`src/rtl/io_read_sequencer.sv`:
```
// io_read_sequencer: performs an I/O-port read of 1, 2 or 4 bytes as one or
// two dword-aligned bus cycles. It reassembles the bytes into a right-aligned
// result and pulses rd_io_ready. A flush lets an accepted bus cycle finish but
// discards its data.
module io_read_sequencer (
  input  logic        clk,
  input  logic        rst,
  input  logic        io_read,
  input  logic [15:0] io_read_address,
  input  logic        read_length_word,
  input  logic        read_length_dword,
  input  logic        rd_reset,
  output logic        rd_io_ready,
  output logic [31:0] io_read_data,
  output logic        io_bus_read,
  output logic [15:0] io_bus_address,
  output logic [3:0]  io_bus_byteenable,
  input  logic        io_bus_waitrequest,
  input  logic [31:0] io_bus_readdata,
  input  logic        io_bus_readdatavalid
);

  typedef enum logic [2:0] {
    S_IDLE, S_REQ1, S_WAIT1, S_REQ2, S_WAIT2, S_DONE
  } state_t;

  state_t      r_state;
  logic [1:0]  r_offset;
  logic [3:0]  r_len_mask;   // one bit per result byte
  logic        r_split;
  logic [3:0]  r_be_hi;      // byte lanes for the second bus cycle
  logic        r_killed;
  logic [31:0] r_lo;
  logic [31:0] r_hi;
  logic        r_ready;
  logic [31:0] r_read_data;
  logic        r_bus_read;
  logic [15:0] r_bus_address;
  logic [3:0]  r_bus_be;

  logic [3:0]  w_len_mask;
  logic [7:0]  w_mask8;
  logic        w_kill;
  logic [31:0] w_lo_src;
  logic [31:0] w_hi_src;
  logic [63:0] w_shifted;
  logic [31:0] w_data_mask;
  logic [31:0] w_result;

  // Byte-count mask for the incoming request; dword wins over word.
  // NOTE: w_len_mask gets a default first so no path leaves it unassigned,
  // which would otherwise infer a latch.
  always_comb begin
    w_len_mask = 4'b0001;
    if (read_length_dword)     w_len_mask = 4'b1111;
    else if (read_length_word) w_len_mask = 4'b0011;
  end

  assign w_mask8 = {4'b0000, w_len_mask} << io_read_address[1:0];
  assign w_kill  = r_killed | rd_reset;

  // Assemble from the data arriving this cycle, so the result can be
  // registered on the same edge that captures the last bus word.
  assign w_lo_src    = (r_state == S_WAIT1) ? io_bus_readdata : r_lo;
  assign w_hi_src    = (r_state == S_WAIT2) ? io_bus_readdata : r_hi;
  assign w_shifted   = {w_hi_src, w_lo_src} >> {r_offset, 3'b000};
  assign w_data_mask = {{8{r_len_mask[3]}}, {8{r_len_mask[2]}},
                        {8{r_len_mask[1]}}, {8{r_len_mask[0]}}};
  assign w_result    = w_shifted[31:0] & w_data_mask;

  // Sequencer FSM: issues bus cycles, captures data and produces the result.
  // NOTE: all state uses non-blocking assignments so every register samples
  // the pre-edge values, independent of statement order.
  always_ff @(posedge clk) begin
    if (rst) begin
      r_state       <= S_IDLE;
      r_offset      <= 2'b00;
      r_len_mask    <= 4'b0000;
      r_split       <= 1'b0;
      r_be_hi       <= 4'b0000;
      r_killed      <= 1'b0;
      r_lo          <= 32'h0;
      r_hi          <= 32'h0;
      r_ready       <= 1'b0;
      r_read_data   <= 32'h0;
      r_bus_read    <= 1'b0;
      r_bus_address <= 16'h0;
      r_bus_be      <= 4'b0000;
    end else begin
      r_ready <= 1'b0;
      case (r_state)
        S_IDLE: begin
          if (io_read && !rd_reset) begin
            r_offset      <= io_read_address[1:0];
            r_len_mask    <= w_len_mask;
            r_split       <= |w_mask8[7:4];
            r_be_hi       <= w_mask8[7:4];
            r_killed      <= 1'b0;
            r_bus_address <= {io_read_address[15:2], 2'b00};
            r_bus_be      <= w_mask8[3:0];
            r_bus_read    <= 1'b1;
            r_state       <= S_REQ1;
          end
        end
        S_REQ1, S_REQ2: begin
          if (!io_bus_waitrequest) begin
            // Accepted: the read is outstanding, so a flush only marks it.
            r_bus_read <= 1'b0;
            if (rd_reset) r_killed <= 1'b1;
            r_state <= (r_state == S_REQ1) ? S_WAIT1 : S_WAIT2;
          end else if (rd_reset) begin
            r_bus_read <= 1'b0;
            r_state    <= S_IDLE;
          end
        end
        S_WAIT1: begin
          if (rd_reset) r_killed <= 1'b1;
          if (io_bus_readdatavalid) begin
            r_lo <= io_bus_readdata;
            if (w_kill) begin
              r_state <= S_IDLE;
            end else if (r_split) begin
              r_bus_address <= r_bus_address + 16'd4;   // wraps 0xFFFC -> 0x0000
              r_bus_be      <= r_be_hi;
              r_bus_read    <= 1'b1;
              r_state       <= S_REQ2;
            end else begin
              r_read_data <= w_result;
              r_ready     <= 1'b1;
              r_state     <= S_DONE;
            end
          end
        end
        S_WAIT2: begin
          if (rd_reset) r_killed <= 1'b1;
          if (io_bus_readdatavalid) begin
            r_hi <= io_bus_readdata;
            if (w_kill) begin
              r_state <= S_IDLE;
            end else begin
              r_read_data <= w_result;
              r_ready     <= 1'b1;
              r_state     <= S_DONE;
            end
          end
        end
        S_DONE:  r_state <= S_IDLE;
        default: r_state <= S_IDLE;
      endcase
    end
  end

  // A flush arriving in the DONE cycle suppresses the pulse.
  assign rd_io_ready       = r_ready & ~rd_reset;
  assign io_read_data      = r_read_data;
  assign io_bus_read       = r_bus_read;
  assign io_bus_address    = r_bus_address;
  assign io_bus_byteenable = r_bus_be;

endmodule

```
`config.mk`:
```
export PLATFORM = sky130hd
export DESIGN_NAME = io_read_sequencer
export DESIGN_NICKNAME = d
export VERILOG_FILES = /design/src/rtl/io_read_sequencer.sv
export SDC_FILE = /design/constraint.sdc
export NUM_CORES = 1
export LEC_CHECK = 0
export BUFFER_PORTS_ARGS = -buffer_cell sky130_fd_sc_hd__buf_2
export CELL_PAD_IN_SITES_DETAIL_PLACEMENT = 2
export CELL_PAD_IN_SITES_GLOBAL_PLACEMENT = 2
export CORE_MARGIN = 4
export CORE_UTILIZATION = 30
export DETAILED_ROUTE_END_ITERATION = 10
export HOLD_SLACK_MARGIN = 0.02
export PLACE_DENSITY_LB_ADDON = 0.1
export REMOVE_ABC_BUFFERS = 1
export SETUP_SLACK_MARGIN = 0.3
export SYNTH_ARGS = -nofsm -noshare
export SYNTH_HDL_FRONTEND = slang
export SYNTH_SLANG_ARGS = --single-unit
export TNS_END_PERCENT = 1
```
`constraint.sdc`:
```
create_clock -name clk -period 2.8 [get_ports clk]
set_clock_uncertainty 0.05 [all_clocks]
set_input_delay 0.56 -clock clk [delete_from_list [all_inputs] [get_ports clk]]
set_output_delay 0.56 -clock clk [all_outputs]
set_load 0.05 [all_outputs]
```
### Word level (Yosys, flattened, before mapping)

Index checks and enable logic that the tools add are counted.

* flip-flop bits (word level): 133
* bits of input ports: 56
* output and inout port bits: 54
* word-level logic and storage cells: 98

* $add $sub $neg: 1
* eq/ne operators: 13
* shift-type cells: 2
* muxes and demuxes: 47
* bitwise gates (word level): 4
* reduce and logical (&&, ||, !) cells: 18

Operator list (number)
* 32-bit two-way mux: 7
* 16-bit two-way mux: 4
* 32-bit case mux with 2 select lines: 1
* 64-bit by 5-bit right shift with 32-bit output: 1
* 32-bit AND: 1
* 16-bit case mux with 2 select lines: 1
* 3-bit two-way mux: 9
* 4-bit two-way mux: 5
* 16-bit by 3-bit adder with 16-bit output (second input constant): 1
* 2-bit inequality test (second input constant): 8
* 1-bit two-way mux: 14
* 3-bit case mux with 4 select lines: 1
* 6-bit AND reduction: 2
* 4-bit case mux with 2 select lines: 1
* 4-bit by 2-bit << shifter with 8-bit output: 1
* 3-bit by 2-bit == test with 1-bit output (second input constant): 2
* 1-bit case mux with 3 select lines: 2
* 2-bit AND reduction: 3
* 3-bit nonzero test: 2
* 5-bit AND reduction: 1
* 4-bit AND reduction: 1
* 2-bit nonzero test: 2
* 2-bit OR reduction: 2
* 4-bit OR reduction: 1
* other kinds (12): 12

### Logic depth before layout (Yosys ltp)

* depth in word-level cells: 8
* depth in mapped cells: 8
* depth with buffers taken out: 5

### Worst setup path before layout

OpenSTA, ideal clock, no wires.

* path kind: input to register
* start point: input rd_reset
* end point: register r_read_data[23] (netlist: io_read_data[23])
* library setup time: 0.122 ns
* arrival time: 2.136 ns
* data required time: 2.628 ns
* setup slack: 0.492 ns
* stages on the path: 7
* path buffers: 3
* cells stage by stage: buf_2 or4b_1 buf_6 a21o_4 and2_4 buf_6 a221o_1

* longest elaborated chain between the ends: 3
* elaborated cells on any way between the ends: 4
* those cells by class: eq/ne (2); bitwise (1); reduce/logical (1)

Ends and longest elaborated chain
* start, declared: line 12 `input logic rd_reset,`
* 1-bit bitwise OR *: line 60 `assign w_kill = r_killed | rd_reset;`
* 2-bit inequality test (no line)
* 6-bit AND reduction (no line) *
* end signal, assigned: line 128 `r_read_data <= w_result;`
* end signal, assigned: line 141 `r_read_data <= w_result;`
* end, declared: line 36 `logic [31:0] r_read_data;`

Mark *: on every way between the ends. The rest lies on a longest branch, timed or not.
A chain may end at the register's enable or synchronous reset.

### Worst setup path in the final report

* start point: register r_state[1]
* end point: register r_read_data[18] (netlist: io_read_data[18])

* longest elaborated chain between the ends: 8
* elaborated cells on any way between the ends: 19
* those cells by class: eq/ne (7); shift (1); mux (8); bitwise (1); reduce/logical (2)

Ends and longest elaborated chain
* start, declared: line 27 `state_t r_state;`
* start signal, assigned: line 110 `r_state <= (r_state == S_REQ1) ? S_WAIT1 : S_WAIT2;`
* 3-bit by 2-bit == test with 1-bit output or 3-bit == test (tied branches): line 64, 91, 65
* 32-bit two-way mux (on tied branches): line 64, 65
* 64-bit by 5-bit right shift with 32-bit output: line 66 `assign w_shifted = {w_hi_src, w_lo_src} >> {r_offset, 3'b000};`
* 32-bit AND: line 69 `assign w_result = w_shifted[31:0] & w_data_mask;`
* 32-bit two-way mux: line 122 `end else if (r_split) begin`
* 32-bit two-way mux: line 120 `if (w_kill) begin`
* 32-bit two-way mux: line 118 `if (io_bus_readdatavalid) begin`
* 32-bit case mux with 2 select lines: line 91 `case (r_state)`

Parallel ways exist; a longest one is shown, timed or not. The select of a mux whose other input is x is not followed.

==> metrics.md <==
| Metric | Value |
|---|---|
| Layout cells sized above 1 | about a quarter |
| Crit path launch | r_state[1]$_SDFFE_PP0P_ |
| Initial core utilization | between 30% and 40% |
| Fin crit share | a little over four fifths |
| Buf/Inv on CP | 0 |
| Vias | around 6000 |
| Synth warnings | 0 |
| Post-synthesis average cell area | just under 9 um2 |
| Status | finished clean |
| RSZ-0062 raised after global routing | no |
| Synth unique cells | approximately 60 |
| Fin area | just under 8000 um2 |
| Cells after Synth | 719 |
| Tmin final | between 2000 and 2500 ps |
| Ratio of total power to cell area | between 600 and 700 nW/um2 |
| Row count | 53 |
| Final setup fails | 0 |
| Die extent in y | between 150 and 200 um |
| Final worst slack | between 400 and 500 ps |
| Crit end category | flop |
| CP peak stage delay | roughly 670 ps |
| Total gr overflow | 0 |
| Number of I/O port buffers | 107 |
| CTS H-tree lvls | 4 |
| Pre-CTS WS | 243 ps |
| Final Hold Vio Count | 0 |
| Clk sinks | around 120 |
| Most frequent cells in the layout | 157 x nand2_1, 120 x dfxtp_1, 106 x buf_2, 82 x a21oi_1, 33 x mux4_2 |
| Post-synthesis cell area | roughly 6400 um2 |
| Count of flip-flops with a built-in enable after synthesis | 0 |
| R2r setup slk | 440 ps |
| Later-pin clock latency in the skew report | between 400 and 500 ps |
| Post-route ant nets | 0 |
| First-pass GRT wire length | 37600 um |
| Clock Tree Buf Depth | 2 |
| Leakage | ~2.9 nW |
| Initial antenna violation count | 0 |
| Yosys top cell area share | a little under two fifths |
| Synth top area cells | dfxtp_1 38%, mux4_2 12%, nand2_1 9.2%, a21oi_1 6.4%, mux2i_1 3.4% |
| Sequential-to-total area share from yosys stat | ~38% |
| Slew Limit Fails | 0 |
| Most used DFF post-synth | dfxtp_1 |
| Crit Path Class | reg -> reg |
| Reg-to-reg critical path startpoint | r_state[1]$_SDFFE_PP0P_ |
| Max cap viols | 0 |
| Slowest CP cell | or3b_2 |
| Path depth of the worst reg2reg path | 4 |
| CP Capture Point | io_read_data[18]$_SDFFE_PP0P_ |
| Routed wire length | around 24000 um |
| Vias in the first global route | about 6500 |
| Tot Pwr | between 0.004 and 0.005 W |
| CTS root buf | clkbuf_16 |
| HP Class | in -> reg |
| Post-DP HPWL | 16500 um |
| WP depth | 4 |
| Post-place instance area | about 7300 um2 |
| DRT iter0 DRCs | around 230 |
| # diodes | 0 |
| Hold Path Depth | 3 |
| Via density | roughly 5.5 |
| Register clock-pin slew on the reported worst setup and hold paths | 60 ps |
| Top delay family on crit path | simple AND/OR/NAND/NOR gates |
| Worst Path Required | 3050 ps |
| Max Freq | about 420 MHz |
| Die footprint | 23700 um2 |
| Most common cell after layout, fill and taps aside | nand2_1 |
| CTS tree | done |
| DR DRC count | 0 |
| Largest net degree at the start of global routing | between 60 and 70 |
| Initial DRT Pass Iterations | 4 |
| Yosys reg bits | 121 |
| All-Layer GR Usage | 20.0% |
| Synth-to-layout area growth | 23.9% |
| CP arrival | approximately 2600 ps |
| Synth async-reset ratio | 0% |
| TritonCTS Buffers | 17 |
| Leading area contributor after synthesis | dfxtp_1 |
| DIE WIDTH | 154 um |
| Relative max-transition margin | about 47% |
| Startpoint class of the critical path | flop |
| Crit-path cells | or3b_2 -> a21o_4 -> and2_4 -> a221o_1 |
| Core ar. | roughly 21000 um2 |
| Worst-Margin Slew | about 800 ps |
| Crit path max fanout | 25 |
| NumNets Final | a little under 900 |
| I/O pin cnt | 110 |
| Placer Congestion | about 0.78 |
| Worst R2R End | io_read_data[18]$_SDFFE_PP0P_ |
| VDD IR max | approximately 0.00037 V |
| DR WL/cell | 21.5 um |
## final cells by class
cell class	count	area, um2
clock buffers	24	482
clock inverters	8	165
fillers	2309	13100
inverters	5	18.8
multi-input cells	527	3640
flip-flops and latches	121	2420
well taps	275	344
repair buffers	141	843
## power by group
group / internal [W] / leakage (nW) / total, W / switching, W
Combinational: 0.000231 / 1.64 / 0.000639 / 0.000409
Sequential: 0.00177 / 0.979 / 0.00184 / 0.0000649
Clock: 0.00165 / 0.318 / 0.00246 / 0.000813
Total: 0.00365 / 2.94 / 0.00494 / 0.00129
## cells in the mapped netlist, types with 10 or more instances
cell      number
o211ai_1      10
nor3_1        25
nand2_1      157
a32oi_1       10
mux4_2        33
mux2i_1       22
clkbuf_1      34
o21ai_0       14
and3_1        11
dfxtp_1      121
a21oi_1       82
buf_2         11
nand3_1       25
nor2_1        15
## sequential cells by signal, summed over array words and instances, names as in the netlist, 2 cells and up
name               flops
io_bus_byteenable      4
io_read_data          32
r_be_hi                3
io_bus_address        14
r_len_mask             3
r_lo                  32
r_hi                  24
r_offset               2
r_state                3
## metal layers
metal	GRT usage, %	vias to the layer above	part of all wire (%)
met2	35.5	115	51
met1	25.3	3053	45
met5	0	-	0
met4	4.25	0	1.0
li1	-	2834	-
met3	3.94	19	3.6
## worst min path at each step
stage | from | end | slack [ps]
finish | io_bus_readdata[3] | r_hi[3]$_SDFFE_PP0P_ | 360
global route | io_bus_readdata[25] | r_lo[25]$_SDFFE_PP0P_ | 350
CTS | io_bus_readdata[25] | r_lo[25]$_SDFFE_PP0P_ | 350
detailed placement | io_bus_byteenable[3]$_SDFFE_PP0P_ | io_bus_byteenable[3]$_SDFFE_PP0P_ | 400
global placement | io_bus_byteenable[3]$_SDFFE_PP0P_ | io_bus_byteenable[3]$_SDFFE_PP0P_ | 390
floorplan | r_be_hi[2]$_SDFFE_PP0P_ | r_be_hi[2]$_SDFFE_PP0P_ | 380
## cell families (layout without fill, tap and decap cells)
logic type | count (synthesis) | in the layout | synth area share [%]
AND/OR/NAND/NOR | 276 | 276 | 19.9
AO/OA/AOI/OAI | 192 | 192 | 21.2
flip-flops | 121 | 121 | 37.9
buffers and inverters | 72 | 178 | 5.50
multiplexers | 55 | 55 | 15.1
adder cells (fa/ha/maj) | 2 | 2 | 0.352
other | 1 | 2 | 0.0587
## what timing repair did
item / CTS / global route
gates resized for setup: 1 / 0
endpoints found under the setup margin: 2 / 12
hold buffers: 0 / 0
buffers inserted: 0 / 2
pin swaps: 0 / 1
hold endpoints to repair: 0 / 0
## worst reg2reg max path: cells and delay by family (launching register included)
family	cells	cell delay, ps
flops	1	520
simple gates	2	930
compound gates	2	740
## per-stage QoR
step                      cells  setup TNS, ps  hold slack, ps  utilization, %
after floorplan             653        -112270             376               -
after global placement     1067              0             385            34.5
after detailed placement   1067              0             400            34.5
after CTS                  1099              0             347            37.6
after global routing       1101              0             353            37.7
final                      1101              0             358            37.7
Power figures use the tool's default switching activity.
